File: src/rtl/fifo_prog_pkg.sv
// fifo_prog_pkg: default parameters, width helper and pointer-wrap helper
// shared by the programmable FIFO and its storage array.
package fifo_prog_pkg;

    localparam int FIFO_WIDTH_DEF = 16;
    localparam int FIFO_DEPTH_DEF = 8;
    localparam int AE_THRESH_DEF  = 1;

    // Encodes {write accepted, read accepted} for the occupancy update.
    typedef enum logic [1:0] {
        OP_IDLE = 2'b00,
        OP_RD   = 2'b01,
        OP_WR   = 2'b10,
        OP_BOTH = 2'b11
    } fifo_op_e;

    function automatic int cnt_width(input int depth);
        return $clog2(depth + 1);
    endfunction

    // Wrap by explicit compare so non-power-of-two depths index correctly.
    function automatic int ptr_inc(input int ptr, input int depth);
        return (ptr == depth - 1) ? 0 : ptr + 1;
    endfunction

endpackage

File: src/rtl/fifo_prog_mem.sv
// fifo_prog_mem: simple dual-port storage, one synchronous write port and
// one asynchronous read port.
module fifo_prog_mem #(
    parameter int WIDTH = 16,
    parameter int DEPTH = 8,
    parameter int AW    = $clog2(DEPTH)
) (
    input  logic             clk,
    input  logic             we,
    input  logic [AW-1:0]    waddr,
    input  logic [WIDTH-1:0] wdata,
    input  logic [AW-1:0]    raddr,
    output logic [WIDTH-1:0] rdata
);

    logic [WIDTH-1:0] mem_q [DEPTH];

    // NOTE: the array has no reset; contents are only meaningful once written,
    // and leaving it unreset lets it map onto RAM primitives.
    always_ff @(posedge clk) begin
        if (we) begin
            mem_q[waddr] <= wdata;
        end
    end

    assign rdata = mem_q[raddr];

endmodule

File: src/rtl/fifo_prog.sv
// fifo_prog: parametrised single-clock FIFO with programmable thresholds,
// occupancy count and flush. Define FIFO_FWFT_EN for first-word-fall-through.
module fifo_prog
    import fifo_prog_pkg::*;
#(
    parameter int FIFO_WIDTH = FIFO_WIDTH_DEF,
    parameter int FIFO_DEPTH = FIFO_DEPTH_DEF,
    parameter int AF_THRESH  = FIFO_DEPTH - 1,
    parameter int AE_THRESH  = AE_THRESH_DEF
) (
    input  logic                              clk,
    input  logic                              rst_n,
    input  logic                              flush,
    input  logic                              wr_en,
    input  logic [FIFO_WIDTH-1:0]             data_in,
    input  logic                              rd_en,
    output logic [FIFO_WIDTH-1:0]             data_out,
    output logic                              wr_ack,
    output logic                              overflow,
    output logic                              underflow,
    output logic                              full,
    output logic                              empty,
    output logic                              almostfull,
    output logic                              almostempty,
    output logic [cnt_width(FIFO_DEPTH)-1:0]  count
);

    localparam int CW = cnt_width(FIFO_DEPTH);
    localparam int PW = $clog2(FIFO_DEPTH);

    localparam logic [CW-1:0] DEPTH_C = CW'(FIFO_DEPTH);
    localparam logic [CW-1:0] AF_C    = CW'(AF_THRESH);
    localparam logic [CW-1:0] AE_C    = CW'(AE_THRESH);

    logic [PW-1:0]         wr_ptr_q, wr_ptr_d;
    logic [PW-1:0]         rd_ptr_q, rd_ptr_d;
    logic [CW-1:0]         count_q, count_d;
    logic                  wr_ack_q, wr_ack_d;
    logic                  overflow_q, overflow_d;
    logic                  underflow_q, underflow_d;
    logic                  wr_acc, rd_acc;
    logic [FIFO_WIDTH-1:0] rdata;
    fifo_op_e              op;

    assign full        = (count_q == DEPTH_C);
    assign empty       = (count_q == '0);
    assign almostfull  = (count_q >= AF_C) && !full;
    assign almostempty = (count_q <= AE_C) && !empty;

    // A full FIFO still takes a write when a read frees a slot the same edge;
    // an empty FIFO never bypasses write data to the reader.
    assign wr_acc = wr_en && (!full || rd_en) && !flush;
    assign rd_acc = rd_en && !empty && !flush;
    assign op     = fifo_op_e'({wr_acc, rd_acc});

    always_comb begin
        // NOTE: every next-state value is defaulted first so no path leaves a
        // signal unassigned and infers a latch.
        wr_ptr_d    = wr_ptr_q;
        rd_ptr_d    = rd_ptr_q;
        count_d     = count_q;
        wr_ack_d    = wr_acc;
        overflow_d  = wr_en && full && !rd_en && !flush;
        underflow_d = rd_en && empty && !flush;

        if (wr_acc) wr_ptr_d = PW'(ptr_inc(int'(wr_ptr_q), FIFO_DEPTH));
        if (rd_acc) rd_ptr_d = PW'(ptr_inc(int'(rd_ptr_q), FIFO_DEPTH));

        unique case (op)
            OP_WR:   count_d = count_q + CW'(1);
            OP_RD:   count_d = count_q - CW'(1);
            default: count_d = count_q;
        endcase

        if (flush) begin
            wr_ptr_d = '0;
            rd_ptr_d = '0;
            count_d  = '0;
        end
    end

    // NOTE: sequential state uses non-blocking assignments so every flop
    // samples the pre-edge values regardless of statement order.
    always_ff @(posedge clk or negedge rst_n) begin
        if (!rst_n) begin
            wr_ptr_q    <= '0;
            rd_ptr_q    <= '0;
            count_q     <= '0;
            wr_ack_q    <= 1'b0;
            overflow_q  <= 1'b0;
            underflow_q <= 1'b0;
        end else begin
            wr_ptr_q    <= wr_ptr_d;
            rd_ptr_q    <= rd_ptr_d;
            count_q     <= count_d;
            wr_ack_q    <= wr_ack_d;
            overflow_q  <= overflow_d;
            underflow_q <= underflow_d;
        end
    end

    assign count     = count_q;
    assign wr_ack    = wr_ack_q;
    assign overflow  = overflow_q;
    assign underflow = underflow_q;

    fifo_prog_mem #(
        .WIDTH (FIFO_WIDTH),
        .DEPTH (FIFO_DEPTH),
        .AW    (PW)
    ) u_mem (
        .clk   (clk),
        .we    (wr_acc),
        .waddr (wr_ptr_q),
        .wdata (data_in),
        .raddr (rd_ptr_q),
        .rdata (rdata)
    );

`ifdef FIFO_FWFT_EN
    // Head word is presented directly; rd_en only acknowledges it.
    assign data_out = empty ? '0 : rdata;
`else
    logic [FIFO_WIDTH-1:0] data_out_q;

    always_ff @(posedge clk or negedge rst_n) begin
        if (!rst_n) begin
            data_out_q <= '0;
        end else if (rd_acc) begin
            data_out_q <= rdata;
        end
    end

    assign data_out = data_out_q;
`endif

endmodule

File: config.mk
export PLATFORM = sky130hd
export DESIGN_NAME = fifo_prog
export DESIGN_NICKNAME = d
export VERILOG_FILES = /design/src/rtl/fifo_prog_pkg.sv /design/src/rtl/fifo_prog_mem.sv /design/src/rtl/fifo_prog.sv
export SDC_FILE = /design/constraint.sdc
export NUM_CORES = 1
export LEC_CHECK = 0
export ABC_AREA = 1
export BUFFER_PORTS_ARGS = -buffer_cell sky130_fd_sc_hd__buf_2
export CORE_ASPECT_RATIO = 0.7
export CORE_UTILIZATION = 45
export CTS_CLUSTER_SIZE = 10
export DETAILED_ROUTE_END_ITERATION = 8
export GPL_TIMING_DRIVEN = 0
export PLACE_DENSITY = 0.7
export SETUP_SLACK_MARGIN = 0.5
export SYNTH_ARGS = -nofsm -noshare
export SYNTH_HDL_FRONTEND = slang
export SYNTH_SLANG_ARGS = --single-unit
File: constraint.sdc
create_clock -name clk -period 2.46 [get_ports clk]
set_input_delay 0.246 -clock clk [delete_from_list [all_inputs] [get_ports clk]]
set_output_delay 0.246 -clock clk [all_outputs]
set_load 0.02 [all_outputs]
======== Yosys cells after proc, flatten, opt, wreduce, memory -nomap -nowiden ========
Memory sizes are Yosys's and may differ from the RTL's. A register that Yosys moved wholly into a read port is not among the register bits.
Cells that the tools add are included.
Widths: inputs -> output; s select.
storage, ports and cells
  memory bits (writable) .................. 128
  input port bits ......................... 21
  memories ................................ 1
  register bits after elaboration ......... 13
  logic and storage cells ................. 49
operators by class
  $add $sub $neg .......................... 4
  reduce and logical (&&, ||, !) cells .... 21
  eq/ne operators ......................... 5
  $lt $le $gt $ge ......................... 2
  muxes and demuxes ....................... 10
memories
  memory       depth  bits a word  rd ports  clocked after memory_dff  wr ports  line                 source
  u_mem.mem_q  8      16           1         1                         1         fifo_prog_mem.sv:16  logic [WIDTH-1:0] mem_q [DEPTH];
operator list
  operator             count
  $mux 3               6
  $logic_and 1x1->1    11
  $pmux 4 s2           1
  $add 3x1->3 const B  2
  $eq 3x1->1 const B   2
  $logic_not 1->1      5
  $add 4x1->4 const B  1
  $eq 4x4->1 const B   1
  $ge 4x3->1 const B   1
  $le 4x1->1 const B   1
  $logic_not 4->1      1
  $mux 4               1
  $reduce_bool 2->1    2
  $sub 4x1->4 const B  1
  $reduce_bool 3->1    1
  $eq 2x1->1 const B   1
  $eq 2x2->1 const B   1
  $mux 1               2
  $logic_or 1x1->1     1

======== Longest topological paths before layout ========
  depth after elaboration ................. 8
  gate-level depth with buffers ........... 11

======== Hierarchy ========
Synthesis repeated with hierarchy kept, for this count alone.
second synthesis, totals
  cells, all modules ...................... 709
  area total of the unflattened synthesis .. 7,156.9 um^2
modules (own cells, without submodules)
  module         cells an instance  area an instance (um^2)  sequential area each (um^2)  times used
  fifo_prog_mem  571                5,669.2                  3,843.7                      1
  fifo_prog      138                1,487.7                  725.7                        1

======== Least setup slack after synthesis ========
No wires, ideal clock.
  kind .................................... flip-flop to flip-flop
  start ................................... reg count_q[0] (netlist: count[0])
  end ..................................... mem u_mem.mem_q[1][0], enable pin
  required time ........................... 2.072 ns
  path slack .............................. -0.050 ns
  path buffers ............................ 0
  library setup time ...................... 0.388 ns
  stages on the path, launching flop included .. 10
  clock period less this slack ............ 2.510 ns
  arrival time ............................ 2.121 ns
  path through ............................ dfrtp_1 > inv_1 > ha_1 > nand2_2 > nor2_4 > nand2_4 > nand2_4 > inv_2 > nand2_1 > nor2_1
on the way
  word-level cells in the longest chain between the ends .. 7
RTL lines
  item                             line                 source
  from (decl)                      fifo_prog.sv:37      logic [CW-1:0] count_q, count_d;
  from (signal assigned)           fifo_prog.sv:95      count_q <= count_d;
  $eq 4x4->1                       fifo_prog.sv:45      assign full = (count_q == DEPTH_C);
  net full                         fifo_prog.sv:21      output logic full,
  $logic_not 1->1                  fifo_prog.sv:52      assign wr_acc = wr_en && (!full || rd_en) && !flush;
  $logic_or 1x1->1                 fifo_prog.sv:52
  $logic_and 1x1->1 (2 in series)  fifo_prog.sv:52
  net u_mem.we                     fifo_prog_mem.sv:9   input logic we,
  $mux 1                           fifo_prog_mem.sv:21  if (we) begin
  $mux 1 (implied by the code)     fifo_prog_mem.sv:22  mem_q[waddr] <= wdata;
  to (decl)                        fifo_prog_mem.sv:16
The timed path passes the listed nets, and every way through them passes these cells.

======== Worst setup path after layout ========
  start ................................... reg count_q[0] (netlist: count[0])
  end ..................................... out almostempty
on the way
  word-level cells in the longest chain between the ends .. 3
  elaborated cells on any way between the ends .. 4
  those cells by class .................... 1 x order compare; 3 x reduce/logical
RTL lines
  item                                                line             source
  branches (longest 2 deep; another with $le 4x1->1)  -
  $logic_and 1x1->1 (*)                               fifo_prog.sv:48  assign almostempty = (count_q <= AE_C) && !empty;
  to (decl)                                           fifo_prog.sv:24  output logic almostempty,
Mark *: on every way between the ends.

==> metrics.csv <==
metric,value,unit
Worst Setup Path Type,reg2out,
Ports,48,
Post-synth EDFFs,128,
Pleak,3.05,nW
CTS HTree Levels,4,
max-cap violations,0,
# setup viols final,0,
Pwr Total,6.51,mW
number of global-route vias before repair,4280,
Syn Area/Cell,12.1,µm²
per-cell routed wire length,19.3,µm
Final Non-Filler Cells,819,
hold slack,0.0977,ns
nets@finish,645,
Core Area,14000,µm²
Die X,145,µm
Placer Congestion,0.873,
worst-path fanout max,5,
RSZ-0062 raised after global routing,true,
final hold viol count,0,
Antenna Nets Post-Route,0,
Max Buffers Root-to-Sink,2,
GRT Util Overall,22.6,%
multi-input logic area,1750,µm²
PD cells,826,nW/µm²
TritonCTS buffer count,17,
largest family of logic cells by synthesized area,simple AND/OR/NAND/NOR gates,
Slew HR,51.4,%
Worst setup SP type,flip-flop,
Netlist cell types,30,
HP Class,in2reg,
detailed-route via count,4497,
vias per std cell,5.49,
die area,14800,µm²
Syn Nets,562,
status,"complete, no violations",
Setup crit end kind,output pin,
Final Cycle Share,77.6,%
Initial Utilization,46.2,%
Main synth FF type,edfxtp_1,
"CTS clk-pin slew, worst paths",0.06,ns
Seq. cell area,4570,µm²
ratio of cells with drive above 1 in the final layout,24.2,%
min cycle time layout,1.91,ns
worst path required time,2.21,ns
Root Driver,clkbuf_16,
post-synthesis instance total,533,
mux cell area share after synthesis,0,%
"Core Util, Final",56.4,%
Synth warnings,0,
Synth Area in Simple Gates,13.8,%
Pre-antenna DRT Iters,5,
grt ovf,0,
fill count,1132,
Initial DRC Count,464,
Worst-Margin Slew,0.722,ns
Synth Area in Compound Gates,9.65,%
Setup TNS Final,0,ns
critical path data arrival time,1.66,ns
Synth Area in XOR/XNOR,0.272,%
site row count,36,
Synth Register Bits,157,
buffers added on ports,47,
DR DRC count,0,
first-pass GRT wire length,23.9,mm
Synth async-reset ratio,18.5,%
Worst-Skew Late Latency,0.42,ns
Synth Cell Area,6440,µm²
synth-to-layout area growth,22.3,%
antenna cell count,0,
Slew Limit Fails,0,
final wirelength,15.8,mm
sequential share of the synthesized area,70.9,%
fmax,0.524,GHz
largest net degree at the start of global routing,30,
Synth Area in Adders,1.55,%
antenna violations before repair,0,
CTS tree,done,
Placed Cells,770,
Worst VDD drop,0.622,mV
HPWL after DPL,9.59,mm
Die H,102,µm
clock sinks,157,
final clock skew,0.0106,ns
==> where the power goes <==
group          internal (mW)  total (mW)  leakage (nW)  switching (mW)
registers               3.03        3.11          1.53          0.0768
logic                  0.265       0.816          1.24           0.551
clock network           1.51        2.59         0.282            1.08
total                   4.80        6.51          3.05            1.71
==> layout make-up <==
type	count	share of cell area [%]
Timing Repair Buffer	64	6.11
Multi-Input combinational cell	324	22.2
Tap cell	190	3.02
Buffer	30	2.06
Clock inverter	15	2.05
Inverter	22	1.14
Sequential cell	157	58.0
Clock buffer	17	5.40
==> path summary, 6_finish.rpt <==
path,start,to,slack [ns],depth (start not counted)
setup / recovery,count[0]$_DFFE_PN0P_,almostempty,0.55,5
hold / removal,data_in[0],u_mem.mem_q[7][0]$_DFFE_PP_,0.1,1
setup reg to reg,count[0]$_DFFE_PN0P_,u_mem.mem_q[5][5]$_DFFE_PP_,0.58,10
hold reg to reg,data_out[2]$_DFFE_PN0P_,data_out[2]$_DFFE_PN0P_,0.48,2
max in group asynchronous,rst_n,count[1]$_DFFE_PN0P_,1.53,2
min in group asynchronous,rst_n,data_out[4]$_DFFE_PN0P_,0.42,2
==> cell families after synthesis <==
logic type	after synthesis
adder cells (fa/ha/maj)	8
AO/OA/AOI/OAI	105
AND/OR/NAND/NOR	209
flip-flops	157
XOR/XNOR	2
buffers and inverters	52
==> synthesized netlist by cell type (all sizes together), types with 2 or more instances <==
cell | count | area (µm²)
ha | 8 | 100
xor2 | 2 | 17.5
edfxtp | 128 | 3840
nor2 | 111 | 429
buf | 22 | 130
clkbuf | 8 | 31.3
nand2 | 66 | 280
dfrtp | 29 | 726
inv | 21 | 78.8
o211ai | 32 | 240
nand3 | 28 | 158
o21ai | 70 | 350
==> flip-flops by register name, indices dropped and copies added (netlist names) <==
signal and flops:
u_mem.mem_q 128, underflow 1, wr_ptr_q 3, overflow 1, rd_ptr_q 3, wr_ack 1, data_out 16, count 4
==> repair_timing <==
| action | CTS | global route |
|---|---|---|
| setup buffers | 11 | 5 |
| pin swaps | 8 | 2 |
| endpoints found under the hold margin | 29 | 0 |
| hold buffers | 1 | 0 |
| endpoints found under the setup margin | 130 | 132 |
| gates cloned | 0 | 0 |
| resized for setup | 2 | 11 |
==> metal layers <==
layer	wire length (µm)	part of all wire [%]	GRT usage [%]	up-vias
met2	7180	45	35.4	229
met3	1370	8.7	5.80	12
met1	7120	45	30.9	2211
met5	0	0	0	-
li1	-	-	-	2045
met4	125	0.79	7.86	0
==> layout by cell type (no fill, tap or decap), drive strengths merged, types with 2 or more instances in the layout <==
cell        n
dfrtp      29
xor2        2
bufinv      2
nand3      28
inv        26
buf        85
nand2      66
o211ai     32
nor2      111
o21ai      70
clkinvlp    3
ha          8
clkbuf     25
clkinv      6
edfxtp    128
==> metrics by stage <==
stage               setup WS (ns)  instance area [µm²]
global route                0.467                 7880
detailed placement          0.285                 7000
CTS                         0.480                 7810
global placement            0.315                 7000
floorplan                   0.523                 6530
finish                      0.551                 7880
==> worst max-delay path: stages (launching register included) <==
cell and delay, ns:
dfrtp_2 0.45, inv_4 0.11, ha_4 0.14, nor2_1 0.05, nor4_2 0.27, buf_2 0.22
No activity file was read; power rests on OpenSTA's default activity.
